===== src/rtl/mdu_ctrl_pkg.sv =====
// Shared types for the multiply/divide unit: operation codes and controller states.
package mdu_ctrl_pkg;

    localparam int unsigned MDU_OP_W = 3;

    typedef enum logic [MDU_OP_W-1:0] {
        MDU_MUL  = 3'd0,
        MDU_DIV  = 3'd1,
        MDU_DIVU = 3'd2,
        MDU_REM  = 3'd3,
        MDU_REMU = 3'd4
    } mdu_op_t;

    typedef enum logic [1:0] {
        IDLE = 2'd0,
        BUSY = 2'd1,
        DONE = 2'd2
    } mdu_state_t;

endpackage


===== src/rtl/mdu_ctrl_iter.sv =====
// One combinational step of the shared datapath on {acc, shreg}: MSB-first
// shift-add for multiply, restoring shift-subtract for divide.
module mdu_iter #(
    parameter int unsigned WIDTH = 64
) (
    input  logic             is_mul,
    input  logic [WIDTH-1:0] acc,
    input  logic [WIDTH-1:0] shreg,
    input  logic [WIDTH-1:0] operand,
    output logic [WIDTH-1:0] acc_next,
    output logic [WIDTH-1:0] shreg_next
);

    logic [WIDTH:0] rem_sh;
    logic [WIDTH:0] diff;

    always_comb begin
        rem_sh     = {acc, shreg[WIDTH-1]};
        diff       = rem_sh - {1'b0, operand};
        acc_next   = '0;
        shreg_next = '0;
        if (is_mul) begin
            // Multiplier bits consumed from shreg MSB; product kept to WIDTH bits.
            acc_next   = {acc[WIDTH-2:0], 1'b0} + (shreg[WIDTH-1] ? operand : '0);
            shreg_next = {shreg[WIDTH-2:0], 1'b0};
        end else if (!diff[WIDTH]) begin
            acc_next   = diff[WIDTH-1:0];
            shreg_next = {shreg[WIDTH-2:0], 1'b1};
        end else begin
            acc_next   = rem_sh[WIDTH-1:0];
            shreg_next = {shreg[WIDTH-2:0], 1'b0};
        end
    end

endmodule


===== src/rtl/mdu_ctrl.sv =====
// Multi-cycle MUL/DIV/REM controller: FSM, operand/sign registers, trivial-case
// bypass and final sign fix-up around the shared mdu_iter step.
module mdu_ctrl
    import mdu_ctrl_pkg::*;
#(
    parameter int unsigned WIDTH = 64
) (
    input  logic             clk,
    input  logic             reset,
    input  logic             start,
    input  logic [2:0]       op,
    input  logic [WIDTH-1:0] a,
    input  logic [WIDTH-1:0] b,
    input  logic             flush,
    output logic             stall,
    output logic             done,
    output logic [WIDTH-1:0] result
);

    localparam int unsigned CW = $clog2(WIDTH);
    localparam logic [WIDTH-1:0] MIN_NEG = {1'b1, {(WIDTH-1){1'b0}}};

    mdu_state_t       state;
    mdu_op_t          op_q;
    mdu_op_t          op_in;
    logic [WIDTH-1:0] acc, shreg, operand;
    logic [WIDTH-1:0] acc_next, shreg_next;
    logic [CW-1:0]    count;
    logic             q_neg, r_neg;

    logic             in_div, in_signed, in_quot, div_zero, overflow;
    logic [WIDTH-1:0] a_mag, b_mag, bypass_val, fixed;

    always_comb begin
        op_in      = mdu_op_t'(op);
        in_div     = (op_in != MDU_MUL);
        in_signed  = (op_in == MDU_DIV) || (op_in == MDU_REM);
        in_quot    = (op_in == MDU_DIV) || (op_in == MDU_DIVU);
        a_mag      = (in_signed && a[WIDTH-1]) ? -a : a;
        b_mag      = (in_signed && b[WIDTH-1]) ? -b : b;
        div_zero   = in_div && (b == '0);
        overflow   = in_signed && (a == MIN_NEG) && (b == '1);
        if (div_zero) bypass_val = in_quot ? '1 : a;
        else          bypass_val = in_quot ? a : '0;
    end

    mdu_iter #(.WIDTH(WIDTH)) u_iter (
        .is_mul     (op_q == MDU_MUL),
        .acc        (acc),
        .shreg      (shreg),
        .operand    (operand),
        .acc_next   (acc_next),
        .shreg_next (shreg_next)
    );

    always_comb begin
        case (op_q)
            MDU_MUL:           fixed = acc_next;
            MDU_DIV, MDU_DIVU: fixed = q_neg ? -shreg_next : shreg_next;
            default:           fixed = r_neg ? -acc_next : acc_next;
        endcase
    end

    assign stall = ((state == IDLE) && start && !flush) || ((state == BUSY) && !flush);

    always_ff @(posedge clk) begin
        if (reset) begin
            state   <= IDLE;
            op_q    <= MDU_MUL;
            acc     <= '0;
            shreg   <= '0;
            operand <= '0;
            count   <= '0;
            q_neg   <= 1'b0;
            r_neg   <= 1'b0;
            done    <= 1'b0;
            result  <= '0;
        end else begin
            done <= 1'b0;
            if (flush) begin
                state <= IDLE;
            end else begin
                case (state)
                    IDLE: if (start) begin
                        op_q    <= op_in;
                        acc     <= '0;
                        // Multiply streams b through shreg and adds a; divide shifts |a| against |b|.
                        shreg   <= in_div ? a_mag : b;
                        operand <= in_div ? b_mag : a;
                        q_neg   <= in_signed && (a[WIDTH-1] ^ b[WIDTH-1]);
                        r_neg   <= in_signed && a[WIDTH-1];
                        count   <= '0;
                        if (div_zero || overflow) begin
                            result <= bypass_val;
                            done   <= 1'b1;
                            state  <= DONE;
                        end else begin
                            state <= BUSY;
                        end
                    end
                    BUSY: begin
                        acc   <= acc_next;
                        shreg <= shreg_next;
                        count <= count + 1'b1;
                        if (count == CW'(WIDTH - 1)) begin
                            result <= fixed;
                            done   <= 1'b1;
                            state  <= DONE;
                        end
                    end
                    default: state <= IDLE;
                endcase
            end
        end
    end

endmodule

===== config.mk =====
export PLATFORM = sky130hd
export DESIGN_NAME = mdu_ctrl
export DESIGN_NICKNAME = d
export VERILOG_FILES = /design/src/rtl/mdu_ctrl_pkg.sv /design/src/rtl/mdu_ctrl_iter.sv /design/src/rtl/mdu_ctrl.sv
export SDC_FILE = /design/constraint.sdc
export NUM_CORES = 2
export LEC_CHECK = 0
export BUFFER_PORTS_ARGS = -buffer_cell sky130_fd_sc_hd__buf_2
export CAP_MARGIN = 15
export CORE_UTILIZATION = 40
export DETAILED_ROUTE_END_ITERATION = 8
export PLACE_DENSITY_LB_ADDON = 0.12
export SLEW_MARGIN = 30
export SYNTH_ARGS = -nofsm -noshare
export SYNTH_HDL_FRONTEND = slang
export SYNTH_SLANG_ARGS = --single-unit

===== constraint.sdc =====
create_clock -name clk -period 10.4 [get_ports clk]
set_input_delay 0.52 -clock clk [delete_from_list [all_inputs] [get_ports clk]]
set_output_delay 0.52 -clock clk [all_outputs]
set_load 0.01 [all_outputs]

==> run_results.csv <==
group,metric,value,unit
synth,syn_area,0.0289,sq mm
cts,post_cts_resize_count,0,
setup_path,cp_data_required_time,10.83,ns
route,detail_route.wl_per_cell,26.3,um
synth,synth_area_leader_cell,"dfxtp_1",
timing,finalSetupViolations,0,
timing,tns,0,ns
timing,final.setup_skew,0.0298,ns
route,vias,33200,
setup_path,crit_path_end_kind,"register",
cts,post_cts_buffers,0,
setup_path,worstPathMaxFanout,62,
power,finalPower,3.65,mW
timing,final_hold_viol_count,0,
power,peakVddDrop,0.102,mV
floorplan,fp-row-count,98,
layout,final_nets,4483,
route,drc,0,
cts,clock-sinks,270,
layout,area_growth_syn_to_layout,9.74,%
global_routing,grt_overflow,0,
global_routing,grt_pass1_vias,29300,
synth,synth_cell_types,103,
synth,synth_edf_count,0,
timing,clock.fmax,0.131,GHz
global_routing,grt_busiest_layer,"met1",
setup_path,cp_slowest_cell,"dfxtp_1",
timing,relSlewSlack,0.203,
cts,cts.clk_slew.worst_paths,0.06,ns
route,drt_iter0_markers,4405,
global_routing,grtUsageMet1,0.551,
setup_path,startpoint_type,"register",
run,drv_cap,0,
cts,clk_latency,0.58,ns
synth,netlist_instances,4211,
global_routing,grt_usage,0.357,
route,firstDrtPassIters,6,
place,io_buffers,200,
cts,postCtsHoldBufs,0,
synth,avgSynthCellArea,6.85,sq um
floorplan,core_area,0.0715,sq mm
setup_path,r2r-start,"shreg[63]",
synth,synthTopCellsByArea,"dfxtp_1 (19%), nor2_1 (8.0%), a21oi_1 (7.0%)",
synth,yosysMostFrequentCell,"nor2_1",
global_routing,grt_use_met3,0.0777,
cts,cts_root_buf,"clkbuf_16",
place,dp_hpwl,106,mm
global_routing,grt_pass1_wl,200,mm
power,power.leakage,12.4,nW
timing,rsz0062_at_grt,"false",
timing,tightest_slew,1.19,ns
setup_path,crit_type,"reg2reg",
route,detail-route-antenna-nets,0,
place,gp_congestion,0.986,
route,wirelength,136,mm
route,vias_per_cell,6.40,
timing,period_share,0.733,
cts,cts_tree,"done",
setup_path,cp.arrival,8.05,ns
synth,yosysTopAreaCellShare,0.187,
min_path,hp-class,"in2reg",
synth,synthesis.nets,4481,
synth,yosysSeqAreaShare,0.187,
floorplan,die_x,271,um
synth,async_flop_share,0,
timing,fin_crit,7.62,ns
run_status,status,"finished clean",
global_routing,grt_antenna_before_repair,9,
setup_path,slowest_delay,0.50,ns
synth,ys_warn_count,0,
global_routing,grt.met2_usage,0.485,
global_routing,grt_max_degree,91,
cts,clk_path_buf_depth,3,
layout,drive_gt1_frac,0.0950,
min_path,min_from,"op[0]",
timing,slew_violations,0,
synth,ys.flop_type,"dfxtp_1",
synth,synth_common_cells,"nor2_1 (617), a21oi_1 (405), nand2_1 (351)",
floorplan,die_area,0.0732,sq mm
power,power_density,115,mW/mm^2
synth,ys_ff_latch,270,
cts,htreeDepth,2,
cts,cts_buffers,36,
floorplan,die_h,271,um
floorplan,initial_core_util,0.404,
setup_path,critPathLaunch,"shreg[63]",
floorplan,ioPinCount,201,
cell type report:
class	instances	area, sq um
clock buffer	51	1070
antenna	1	2.50
timing repair buffer	254	1410
sequential	270	5410
tap	950	1190
inverter	125	469
clock inverter	14	213
fill	7582	39800
multi-input combinational	3526	21900
metrics by stage:
step                      std cells  instance area (sq um)   util  hold slack (ns)  setup slack (ns)
after CTS                      5190                  31700  0.443            0.246              2.87
final                          5191                  31700  0.443            0.269              2.78
after detailed placement       5125                  30400  0.425            0.441              2.90
after global placement         5125                  30400  0.425            0.436              3.02
after floorplan                4211                  28900      -            0.449              4.53
after global routing           5191                  31700  0.443            0.290              2.43
kinds of logic after synthesis:
kind of cell,after synthesis,share of synthesized area
AO/OA/AOI/OAI,1472,0.336
XOR/XNOR,306,0.0929
adder cells (fa/ha/maj),139,0.0604
buffers and inverters,415,0.0576
flip-flops,270,0.187
multiplexers,34,0.0120
AND/OR/NAND/NOR,1575,0.254
routing by layer:
layer	vias up	share of wire
met5	-	0.000095
met4	2	0.028
met3	173	0.11
met2	1787	0.39
met1	15700	0.47
li1	15500	-
cells in the final DEF (no fill, tap or decap), types with 28 or more instances in the layout:
cell type,instances
o211ai_1,51
buf_4,54
nor2_1,615
mux2i_1,30
buf_2,199
nor3_1,163
or3_1,74
ha_1,133
nand2_1,351
nand4_1,63
a211oi_1,210
nand2b_1,33
nor4_1,41
or4_1,30
o21ai_0,274
xor2_1,142
a31oi_1,35
a22oi_1,64
a21o_1,59
o31ai_1,70
xnor2_1,164
nand3_1,64
a21oi_1,404
dfxtp_1,269
clkbuf_16,38
o41ai_1,28
inv_1,122
o21a_1,41
registers in the layout, indices dropped and copies added (netlist names):
| register | flops |
|---|---|
| q_neg | 1 |
| state | 2 |
| acc | 64 |
| operand | 64 |
| r_neg | 1 |
| op_q | 3 |
| done | 1 |
| shreg | 64 |
| result | 64 |
| count | 6 |
where the power goes:
part	switching, mW	internal, mW	leakage [nW]
combinational	0.783	0.341	9.56
clock	0.543	0.842	0.631
sequential	0.0623	1.07	2.20
critical path, delay by kind of cell, from the launching register on:
family	cells	cell delay, ns
adders and majority gates	3	1.02
and+or+nand+nor	11	2.70
buffers and inverters	5	1.20
xor gates and xnor gates	1	0.09
DFF	1	0.50
AOI/OAI and AO/OA	8	1.95
final timing paths:
kind	endpoint	slack, ns	cells past startpoint
max	result[62]	2.78	28
min	op_q[0]	0.27	3
max reg2reg	result[62]	2.78	28
min reg2reg	result[53]	0.45	2
No activity file was read; power rests on OpenSTA's default activity.
